`src/rtl/pipe_pkg.sv`:
```
// rtl/pipe_pkg.sv - shared opcode, state and register-index definitions for the pipeline controller
package pipe_pkg;

    localparam int RF_AW = 3;

    localparam logic [3:0] OP_LM = 4'b0110;
    localparam logic [3:0] OP_SM = 4'b0111;

    typedef enum logic {
        IDLE = 1'b0,
        SEQ  = 1'b1
    } seq_state_t;

endpackage

```
`src/rtl/lowest_set_bit8.sv`:
```
// rtl/lowest_set_bit8.sv - 8-bit lowest-set-bit priority encoder with single-bit-remaining flag
module lowest_set_bit8 (
    input  logic [7:0] mask,
    output logic [2:0] idx,
    output logic [7:0] onehot,
    output logic       one_left
);

    // Scanning downward lets the lowest set bit win the final assignment.
    always_comb begin
        idx = 3'd0;
        for (int i = 7; i >= 0; i--) begin
            if (mask[i]) idx = i[2:0];
        end
    end

    assign onehot   = mask & (~mask + 8'd1);
    assign one_left = (mask != 8'd0) && ((mask & (mask - 8'd1)) == 8'd0);

endmodule

```
`src/rtl/pipe_hazard_seq_ctrl.sv`:
```
// rtl/pipe_hazard_seq_ctrl.sv - stall/flush controller with LM/SM micro-op sequencer (PIPE_CTRL_LMSM_EN)
module pipe_hazard_seq_ctrl
    import pipe_pkg::*;
(
    input  logic             clk,
    input  logic             rst,
    input  logic             id_valid,
    input  logic [15:0]      id_instr,
    input  logic [RF_AW-1:0] id_rs1,
    input  logic [RF_AW-1:0] id_rs2,
    input  logic             id_rs1_used,
    input  logic             id_rs2_used,
    input  logic             ex_is_load,
    input  logic [RF_AW-1:0] ex_rd,
    input  logic             ex_redirect,
    input  logic             mem_stall,
    output logic             pc_en,
    output logic             if_id_en,
    output logic             id_ex_en,
    output logic             if_id_flush,
    output logic             id_ex_flush,
    output logic             seq_active,
    output logic [RF_AW-1:0] seq_rf_addr,
    output logic [2:0]       seq_offset,
    output logic             seq_is_store,
    output logic             seq_last,
    output logic             illegal_instr
);

    logic [3:0] opcode;
    logic       is_lmsm;
    logic       src_hit;
    logic [7:0] enc_in;
    logic [2:0] lsb_idx;
    logic [7:0] lsb_bit;
    logic       lsb_one;

    assign opcode  = id_instr[15:12];
    assign is_lmsm = id_valid && ((opcode == OP_LM) || (opcode == OP_SM));
    assign src_hit = ex_is_load && id_valid &&
                     ((id_rs1_used && (id_rs1 == ex_rd)) ||
                      (id_rs2_used && (id_rs2 == ex_rd)));

    lowest_set_bit8 u_lsb (
        .mask     (enc_in),
        .idx      (lsb_idx),
        .onehot   (lsb_bit),
        .one_left (lsb_one)
    );

`ifdef PIPE_CTRL_LMSM_EN

    seq_state_t st, st_nx;
    logic [7:0] rem_mask, rem_nx;
    logic [2:0] offset, off_nx;
    logic       is_store, is_store_nx;
    logic       unused_instr_bits;

    assign unused_instr_bits = ^id_instr[11:8];
    assign enc_in = (st == SEQ) ? rem_mask : id_instr[7:0];

    always_comb begin
        pc_en         = 1'b0;
        if_id_en      = 1'b0;
        id_ex_en      = 1'b0;
        if_id_flush   = 1'b0;
        id_ex_flush   = 1'b0;
        seq_active    = 1'b0;
        seq_rf_addr   = '0;
        seq_offset    = 3'd0;
        seq_is_store  = 1'b0;
        seq_last      = 1'b0;
        illegal_instr = 1'b0;
        st_nx         = st;
        rem_nx        = rem_mask;
        off_nx        = offset;
        is_store_nx   = is_store;

        if (!rst) begin
            st_nx = IDLE;
        end else if (mem_stall) begin
            // Frozen: keep presenting the pending micro-op so it is visibly unchanged.
            if (st == SEQ) begin
                seq_active   = 1'b1;
                seq_rf_addr  = lsb_idx;
                seq_offset   = offset;
                seq_is_store = is_store;
                seq_last     = lsb_one;
            end
        end else if (ex_redirect) begin
            pc_en       = 1'b1;
            if_id_en    = 1'b1;
            id_ex_en    = 1'b1;
            if_id_flush = 1'b1;
            id_ex_flush = 1'b1;
            st_nx       = IDLE;
            rem_nx      = 8'd0;
            off_nx      = 3'd0;
        end else if (st == IDLE) begin
            if (src_hit || (is_lmsm && ex_is_load && (id_rs1 == ex_rd))) begin
                id_ex_en    = 1'b1;
                id_ex_flush = 1'b1;
            end else begin
                pc_en    = 1'b1;
                if_id_en = 1'b1;
                id_ex_en = 1'b1;
                if (is_lmsm) begin
                    if (id_instr[7:0] == 8'd0) begin
                        id_ex_flush = 1'b1;
                    end else begin
                        seq_active   = 1'b1;
                        seq_rf_addr  = lsb_idx;
                        seq_offset   = 3'd0;
                        seq_is_store = (opcode == OP_SM);
                        seq_last     = lsb_one;
                        if (!lsb_one) begin
                            pc_en       = 1'b0;
                            if_id_en    = 1'b0;
                            st_nx       = SEQ;
                            rem_nx      = id_instr[7:0] & ~lsb_bit;
                            off_nx      = 3'd1;
                            is_store_nx = (opcode == OP_SM);
                        end
                    end
                end
            end
        end else begin
            // SM reads the register it stores, so a load in EX writing it must drain first.
            if (is_store && ex_is_load && (ex_rd == lsb_idx)) begin
                id_ex_en    = 1'b1;
                id_ex_flush = 1'b1;
            end else begin
                id_ex_en     = 1'b1;
                seq_active   = 1'b1;
                seq_rf_addr  = lsb_idx;
                seq_offset   = offset;
                seq_is_store = is_store;
                seq_last     = lsb_one;
                rem_nx       = rem_mask & ~lsb_bit;
                off_nx       = offset + 3'd1;
                if (lsb_one) begin
                    pc_en       = 1'b1;
                    if_id_en    = 1'b1;
                    if_id_flush = 1'b1;
                    st_nx       = IDLE;
                    off_nx      = 3'd0;
                end
            end
        end
    end

    always_ff @(posedge clk or negedge rst) begin
        if (!rst) begin
            st       <= IDLE;
            rem_mask <= 8'd0;
            offset   <= 3'd0;
            is_store <= 1'b0;
        end else begin
            st       <= st_nx;
            rem_mask <= rem_nx;
            offset   <= off_nx;
            is_store <= is_store_nx;
        end
    end

`else

    logic unused_seq_bits;

    assign enc_in          = id_instr[7:0];
    assign unused_seq_bits = ^{id_instr[11:0], lsb_idx, lsb_bit, lsb_one, clk};

    assign seq_active   = 1'b0;
    assign seq_rf_addr  = '0;
    assign seq_offset   = 3'd0;
    assign seq_is_store = 1'b0;
    assign seq_last     = 1'b0;

    always_comb begin
        pc_en         = 1'b0;
        if_id_en      = 1'b0;
        id_ex_en      = 1'b0;
        if_id_flush   = 1'b0;
        id_ex_flush   = 1'b0;
        illegal_instr = 1'b0;

        if (!rst || mem_stall) begin
            pc_en = 1'b0;
        end else if (ex_redirect) begin
            pc_en       = 1'b1;
            if_id_en    = 1'b1;
            id_ex_en    = 1'b1;
            if_id_flush = 1'b1;
            id_ex_flush = 1'b1;
        end else if (src_hit) begin
            id_ex_en    = 1'b1;
            id_ex_flush = 1'b1;
        end else begin
            pc_en    = 1'b1;
            if_id_en = 1'b1;
            id_ex_en = 1'b1;
            // Without the sequencer LM/SM are squashed to a NOP and trapped.
            if (is_lmsm) begin
                id_ex_flush   = 1'b1;
                illegal_instr = 1'b1;
            end
        end
    end

`endif

endmodule
```
`config.mk`:
```
export PLATFORM = sky130hd
export DESIGN_NAME = pipe_hazard_seq_ctrl
export DESIGN_NICKNAME = d
export VERILOG_FILES = /design/src/rtl/pipe_pkg.sv /design/src/rtl/lowest_set_bit8.sv /design/src/rtl/pipe_hazard_seq_ctrl.sv
export SDC_FILE = /design/constraint.sdc
export NUM_CORES = 1
export LEC_CHECK = 0
export BUFFER_PORTS_ARGS = -buffer_cell sky130_fd_sc_hd__buf_2
export CORE_AREA = 2 2 39 41
export DETAILED_ROUTE_END_ITERATION = 6
export DIE_AREA = 0 0 41 43
export GPL_ROUTABILITY_DRIVEN = 0
export PLACE_DENSITY = 0.68
export SYNTH_ARGS = -nofsm -noshare
export SYNTH_HDL_FRONTEND = slang
export SYNTH_SLANG_ARGS = --single-unit
```
`constraint.sdc`:
```
create_clock -name vclk -period 1.4
set_clock_uncertainty 0.2 [all_clocks]
set_input_delay 0.14 -clock vclk [all_inputs]
set_output_delay 0.14 -clock vclk [all_outputs]
set_load 0.01 [all_outputs]
```
==> reports/qor.txt, run 1 <==
CP top delay family: compound AO/OA/AOI/OAI gates
routed len/inst: 7.84 µm
PortBufs: 25
yosys warns: 0
share of cells above drive strength 1: 61.5%
grt total ovfl: 0
leakage: 0.217 nW
Net count, final: 87
area leader, netlist: buf_4
placed cells: 68
setup_tns: 0 ns
largest net degree at the start of global routing: 6
top post-synthesis cells by count: buf_4 (10), xnor2_1 (6), nand4_1 (2)
Non-Filler Instances: 68
die area: 0.00176 mm²
max cap viols: 0
initial antenna violation count: 0
Top cell by count, worst path: buf_2
via count of the routed design: 252
IO Pins: 48
crit-path max cell delay: 0.22 ns
most frequent cells in the layout: buf_2 (21), conb_1 (9), xnor2_2 (6)
dpl ws: 0.0212 ns
Post-DP Area: 308 µm²
final setup fails: 0
top-area cell type share of the netlist area: 36.1%
DRT Pass-1 Iters: 1
CP max-delay cell: a21oi_2
Distinct cells, synth: 14
initial core utilization: 15.0%
Setup WS post-layout: 0.0749 ns
power density over the cells: 277 mW/mm²
Die Height: 43 µm
Mapped Area: 208 µm²
CP Launch Type: input pin
core area: 0.00138 mm²
Power Total: 0.104 mW
Final Hold Viols: 0
fmax: 755 MHz
antenna-violating nets left: 0
path type of the worst min-delay path: input pin to primary output
DP Wirelength: 481 µm
Final Cycle Share: 94.6%
fin. max-slew vios: 0
most numerous cell in the Yosys netlist: buf_4
syn_area_per_cell: 7.16 µm²
crit path DAT: 0.99 ns
number of clock buffers in the layout: 0
DR vias/cell: 3.71
VDD IR max: 0.0932 mV
DRC Markers: 0
Post-Route WL: 533 µm
crit-path cells: buf_2 > xnor2_2 > nand4_1 > a21oi_2 > o31a_1 > buf_2
largest cells by area after synthesis: buf_4 (36%), xnor2_1 (25%), nand4_1 (6.0%)
First DRT Iteration DRCs: 0
Inserted Diodes: 0
Setup Crit Path Kind: input pin to primary output
vias in the first global route: 203
post-CTS resize count: 0
Seq Cell Count: 0
status: completed
Seq/Total Area, Yosys: 0%
first-pass GRT wire length: 634 µm
Post-Syn Instances: 29
Register Area: 0 µm²
CP required: 1.06 ns
cts-stage hold buffer count: 0
Tmin final: 1.33 ns
fin area: 374 µm²
commonest non-fill, non-tap cell in the layout: buf_2
Setup Fix Bufs, Post-CTS: 0
Total GRT Usage: 4.90%
CP bufs+invs: 2
Die Wd: 41 µm
area grow syn2layout: 80.1%
Crit Path Max Fanout: 3
CP Capture Type: primary output
Rows: 14
kinds of logic (layout without fill, tap and decap cells):
family          count (synthesis)  in the layout  share of synthesized area (%)
xor+xnor                        6              6                           25.3
simple gates                    8              8                           22.9
other cells                     1              9                           1.81
compound gates                  3              3                           12.1
buf+inv                        11             26                           37.9
layout make-up:
| class | count | area (µm²) |
|---|---|---|
| tap | 16 | 20.0 |
| inverter | 1 | 3.75 |
| multi-input combinational | 26 | 204 |
| timing repair buffer | 25 | 146 |
| fill | 160 | 1010 |
report_power, final:
part	internal, mW	switching [mW]	total, mW
logic	0.0570	0.0465	0.104
clock network	0	0	0
registers	0	0	0
total	0.0570	0.0465	0.104
routing by layer:
metal	up-vias	share of wire [%]	global-route usage [%]
met3	0	25	1.57
met2	29	45	9.69
met5	-	0	0
li1	125	-	-
met4	0	0	0
met1	98	30	4.75
metrics by stage:
stage / hold WS (ns) / util, %
6_report: 0.363 / 27.0
5_1_grt: 0.395 / 27.0
4_1_cts: 0.364 / 22.2
3_5_place_dp: 0.365 / 22.2
3_3_place_gp: 0.355 / 22.2
2_1_floorplan: 0.151 / -
final timing paths:
| path | from | to | slack [ns] | depth (start not counted) |
|---|---|---|---|---|
| setup / recovery | ex_rd[2] | id_ex_flush | 0.07 | 6 |
| hold / removal | mem_stall | id_ex_en | 0.36 | 3 |
No activity file was read; power rests on OpenSTA's default activity.
==> run 2: changes to the inputs <==
--- a/config.mk
+++ b/config.mk
@@ -10,7 +10,7 @@
 export DETAILED_ROUTE_END_ITERATION = 6
 export DIE_AREA = 0 0 41 43
 export GPL_ROUTABILITY_DRIVEN = 0
-export PLACE_DENSITY = 0.68
+export PLACE_DENSITY_LB_ADDON = 0.15
 export SYNTH_ARGS = -nofsm -noshare
 export SYNTH_HDL_FRONTEND = slang
 export SYNTH_SLANG_ARGS = --single-unit
==> run 2 against run 1 <==
  * Worst setup slack improved by 0.025 ns
  * Clock-buffer cell count is the same
  * Die area did not move
  * Critical path depth unchanged
  * Design area shrank 2.3%
  * Final cell count did not move
  * Global-route usage is 0.20 points lower
  * Routed wire length down 13%
  * Combinational power down 4%
  * First-iteration DRC count is 1 higher
  * Sequential cell count unchanged
  * Largest cell class unchanged
==> reports/qor.txt, run 2 (synthesized netlist as in run 1, its figures left out) <==
CP bufs+invs: 2 (unchanged)
power density over the cells: 272 mW/mm² (-1.7%)
PortBufs: 25 (unchanged)
first-pass GRT wire length: 627 µm (-1.1%)
Post-Route WL: 464 µm (-13%)
most frequent cells in the layout: buf_2 (23), conb_1 (9), xnor2_2 (6)
DRT Pass-1 Iters: 2 (+1)
routed len/inst: 6.82 µm (-13%)
Setup Crit Path Kind: input pin to primary output
setup_tns: 0 ns (unchanged)
fin. max-slew vios: 0 (unchanged)
post-CTS resize count: 0 (unchanged)
number of clock buffers in the layout: 0 (unchanged)
fmax: 769 MHz (+2.0%)
Die Height: 43 µm (unchanged)
leakage: 0.214 nW (-1.4%)
Register Area: 0 µm² (unchanged)
CP required: 1.06 ns (about the same)
largest net degree at the start of global routing: 6 (unchanged)
Tmin final: 1.30 ns (-0.0254 ns)
grt total ovfl: 0 (unchanged)
cts-stage hold buffer count: 0 (unchanged)
commonest non-fill, non-tap cell in the layout: buf_2
Critical Path Stages: 6 (unchanged)
Power Total: 0.0994 mW (-4.0%)
core area: 0.00138 mm² (unchanged)
CP Launch Type: input pin
Inserted Diodes: 0 (unchanged)
CP Capture Type: primary output
VDD IR max: 0.0840 mV (-9.9%)
crit-path max cell delay: 0.20 ns (-0.02 ns)
Die Wd: 41 µm (unchanged)
via count of the routed design: 232 (-7.9%)
DRC Markers: 0 (unchanged)
footprint of the multi-input gates: 204 µm² (unchanged)
DR vias/cell: 3.41 (-7.9%)
vias in the first global route: 173 (-15%)
path type of the worst min-delay path: input pin to primary output
die area: 0.00176 mm² (unchanged)
Final Hold Viols: 0 (unchanged)
Critical Path Start: id_rs2[0]
crit path DAT: 0.96 ns (-0.03 ns)
Total GRT Usage: 4.70% (-0.20 points)
Final Cycle Share: 92.8% (-1.8 points)
Non-Filler Instances: 68 (unchanged)
IO Pins: 48 (unchanged)
placed cells: 68 (unchanged)
First DRT Iteration DRCs: 1 (+1)
max cap viols: 0 (unchanged)
CP top delay family: compound AO/OA/AOI/OAI gates
DP Wirelength: 438 µm (-8.9%)
hold-critical path depth: 3 (unchanged)
Crit Path Max Fanout: 3 (unchanged)
crit path to: id_ex_flush
status: completed
antenna-violating nets left: 0 (unchanged)
initial core utilization: 15.0% (unchanged)
CP max-delay cell: a21oi_2
RSZ-0062 raised after global routing: false
Net count, final: 87 (unchanged)
Rows: 14 (unchanged)
share of cells above drive strength 1: 61.5% (unchanged)
Filler cells: 151 (-5.6%)
final setup fails: 0 (unchanged)
Setup Fix Bufs, Post-CTS: 0 (unchanged)
Seq Cell Count: 0 (unchanged)
area grow syn2layout: 75.9%
WHS: 0.371 ns (+0.00831 ns)
initial antenna violation count: 0 (unchanged)
crit-path cells: buf_2 > xnor2_2 > nand4_1 > a21oi_2 > o31a_1 > buf_2
Top cell by count, worst path: buf_2
[run 2: cell counts in the layout (fill, tap and decap cells not counted)]
No cell type changed its count.
[run 2: worst min path at each step]
| stage | from | to | slack [ns] |
|---|---|---|---|
| CTS | mem_stall | id_ex_en | 0.38 |
| detailed placement | mem_stall | id_ex_en | 0.38 |
| global route | mem_stall | id_ex_en | 0.41 |
| finish | mem_stall | id_ex_en | 0.37 |
| floorplan | mem_stall | id_ex_en | 0.15 |
| global placement | mem_stall | id_ex_en | 0.37 |
[run 2: layer usage]
layer,track usage [%],vias up,wire length (µm)
li1,-,123,-
met3,1.05,0,87
met1,6.01,87,172
met2,8.13,22,203
met5,0,-,0
met4,0,0,0
[run 2: tightest hold or removal path, delay by kind of cell]
family / cells / cell delay, ns
buf+inv: 2 / 0.22
simple gates: 1 / 0.07
[run 2: final cells by class]
class | instances | share of cell area [%]
Inverter | 1 | 1.03
Timing Repair Buffer | 25 | 37.7
Multi-Input combinational cell | 26 | 55.8
Tap cell | 16 | 5.48
[run 2: where the power goes]
group	total (mW)	switching, mW	internal [mW]	leakage, nW
clock	0	0	0	0
combinational	0.0994	0.0451	0.0543	0.214
sequential	0	0	0	0
total	0.0994	0.0451	0.0543	0.214
[run 2: through the flow]
| step | area, µm² | worst slack [ns] | utilization, % |
|---|---|---|---|
| 2_1_floorplan | 238 | 0.0962 | - |
| 3_3_place_gp | 308 | 0.0191 | 22.2 |
| 3_5_place_dp | 308 | 0.0215 | 22.2 |
| 4_1_cts | 308 | 0.0173 | 22.2 |
| 5_1_grt | 365 | 0.00109 | 26.4 |
| 6_report | 365 | 0.100 | 26.4 |
==> run 3: changes to the inputs <==
--- a/config.mk
+++ b/config.mk
@@ -5,12 +5,14 @@
 export SDC_FILE = /design/constraint.sdc
 export NUM_CORES = 1
 export LEC_CHECK = 0
+export ABC_AREA = 1
 export BUFFER_PORTS_ARGS = -buffer_cell sky130_fd_sc_hd__buf_2
 export CORE_AREA = 2 2 39 41
 export DETAILED_ROUTE_END_ITERATION = 6
 export DIE_AREA = 0 0 41 43
 export GPL_ROUTABILITY_DRIVEN = 0
 export PLACE_DENSITY_LB_ADDON = 0.15
+export SLEW_MARGIN = 20
 export SYNTH_ARGS = -nofsm -noshare
 export SYNTH_HDL_FRONTEND = slang
 export SYNTH_SLANG_ARGS = --single-unit
==> run 3 against run 2 <==
  * Non-clock buffer count stayed put
  * Sequential cell count stayed put
  * Routed wire length is 22% higher
  * Area after synthesis rose by 34%
  * Final cell count is 47% higher
  * Power down 6.6%
  * First-iteration DRC count is 100% lower
  * Combinational power fell by 6.6%
==> reports/qor.txt, run 3 <==
status: completed
path type of the worst min-delay path: input pin to primary output
Final Hold Viols: 0 (unchanged)
syn_area_per_cell: 4.55 µm² (-36%)
Mapped Area: 278 µm² (+34%)
crit-path max cell delay: 0.13 ns (-0.07 ns)
Power Total: 0.0928 mW (-6.6%)
CP Capture Type: primary output
crit-path cells: buf_2 > inv_1 > nand2_1 > nand2_1 > nor2_1 > nand2_1 > nand2_1 > nand2_2 > nand2_1 > nor2_1 > buf_2
most frequent cells in the layout: buf_2 (25), nand2_1 (24), inv_1 (13)
Final Cycle Share: 90.5% (-2.3 points)
CP max-delay cell: buf_2
Setup WS post-layout: 0.133 ns (+0.0323 ns)
max cap viols: 0 (unchanged)
area grow syn2layout: 36.0%
initial antenna violation count: 0 (unchanged)
IO Pins: 48 (unchanged)
DP Wirelength: 532 µm (+21%)
First DRT Iteration DRCs: 0 (-1)
Seq/Total Area, Yosys: 0% (unchanged)
core area: 0.00138 mm² (unchanged)
crit path to: illegal_instr
dpl ws: 0.113 ns (+0.0912 ns)
Post-Syn Instances: 61 (+110%)
top-area cell type share of the netlist area: 32.4% (-3.7 points)
commonest non-fill, non-tap cell in the layout: buf_2
initial core utilization: 20.1% (+5.1 points)
PortBufs: 25 (unchanged)
Top cell by count, worst path: nand2_1
Critical Path Start: ex_rd[2]
Register Area: 0 µm² (unchanged)
antenna-violating nets left: 0 (unchanged)
DRC Markers: 0 (unchanged)
Total GRT Usage: 6.19% (+1.5 points)
Top Layer Used: met3
setup_tns: 0 ns (unchanged)
VDD IR max: 0.0620 mV (-26%)
fmax: 789 MHz (+2.6%)
via count of the routed design: 339 (+46%)
Setup Crit Path Kind: input pin to primary output
die area: 0.00176 mm² (unchanged)
WL met2: 290 µm (+43%)
fin. max-slew vios: 0 (unchanged)
largest net degree at the start of global routing: 5 (-1)
leakage: 0.287 nW (+34%)
Inserted Diodes: 0 (unchanged)
cts-stage hold buffer count: 0 (unchanged)
Final Util: 27.3% (+0.90 points)
share of cells above drive strength 1: 32.1% (-29 points)
yosys warns: 0 (unchanged)
number of clock buffers in the layout: 0 (unchanged)
DRT Pass-1 Iters: 1 (-1)
crit path DAT: 0.93 ns (-0.03 ns)
WL met3: 41 µm (-53%)
post-CTS resize count: 0 (unchanged)
first-pass GRT wire length: 848 µm (+35%)
Setup Fix Bufs, Post-CTS: 0 (unchanged)
Seq Cell Count: 0 (unchanged)
CP Launch Type: input pin
vias in the first global route: 237 (+37%)
area leader, netlist: nand2_1
top post-synthesis cells by count: nand2_1 (24), inv_1 (13), buf_4 (10), nor2_1 (10)
DR vias/cell: 3.39 (-0.64%)
CP required: 1.06 ns (about the same)
Post-Route WL: 564 µm (+22%)
Net count, final: 119 (+37%)
Tmin final: 1.27 ns (-0.0323 ns)
final setup fails: 0 (unchanged)
Rows: 14 (unchanged)
Distinct cells, synth: 8 (-6)
largest cells by area after synthesis: nand2_1 (32%), buf_4 (27%), inv_1 (18%)
grt total ovfl: 0 (unchanged)
routed len/inst: 5.64 µm (-17%)
WL met1: 232 µm (+35%)
Die Wd: 41 µm (unchanged)
Crit Path Max Fanout: 3 (unchanged)
most numerous cell in the Yosys netlist: nand2_1
Die Height: 43 µm (unchanged)
RSZ-0062 raised after global routing: false
power density over the cells: 246 mW/mm² (-9.7%)
[run 3: per-stage QoR]
step / hold slack (ns) / instance area, µm² / cells
after global placement: 0.340 / 378 / 100
after CTS: 0.340 / 378 / 100
after floorplan: 0.142 / 308 / 69
after detailed placement: 0.339 / 378 / 100
after global routing: 0.369 / 378 / 100
final: 0.342 / 378 / 100
[run 3: cell families (layout without fill, tap and decap cells)]
| family | count (synthesis) | count (layout) | synth area share (%) |
|---|---|---|---|
| AO/OA/AOI/OAI | 1 | 1 | 3.15 |
| buffers and inverters | 23 | 38 | 44.6 |
| other | 1 | 9 | 1.35 |
| AND/OR/NAND/NOR | 36 | 36 | 50.9 |
[run 3: final cells by class]
class	count	area, µm²
fillers	165	1010
multi-input cells	46	184
repair buffers	25	125
inverters	13	48.8
well taps	16	20.0
[run 3: worst max-delay path, delay by kind of cell]
| family | cells | cell delay (ns) |
|---|---|---|
| and+or+nand+nor | 8 | 0.50 |
| buffers and inverters | 3 | 0.30 |
[run 3: routing by layer]
metal	global-route usage (%)	vias up
met3	0	0
met5	0	-
met2	10.0	13
met1	9.49	127
li1	-	199
met4	0	0
[run 3: how the worst min path moves through the flow]
stage / from / to / slack (ns) / depth (start not counted)
6_report: mem_stall / id_ex_en / 0.34 / 3
4_1_cts: mem_stall / id_ex_en / 0.34 / 3
5_1_grt: mem_stall / id_ex_en / 0.37 / 3
3_3_place_gp: mem_stall / id_ex_en / 0.34 / 3
3_5_place_dp: mem_stall / id_ex_en / 0.34 / 3
2_1_floorplan: mem_stall / id_ex_en / 0.14 / 1
[run 3: where the power goes]
part / leakage, nW / internal [mW] / switching, mW
Clock: 0 / 0 / 0
Combinational: 0.287 / 0.0401 / 0.0528
Sequential: 0 / 0 / 0
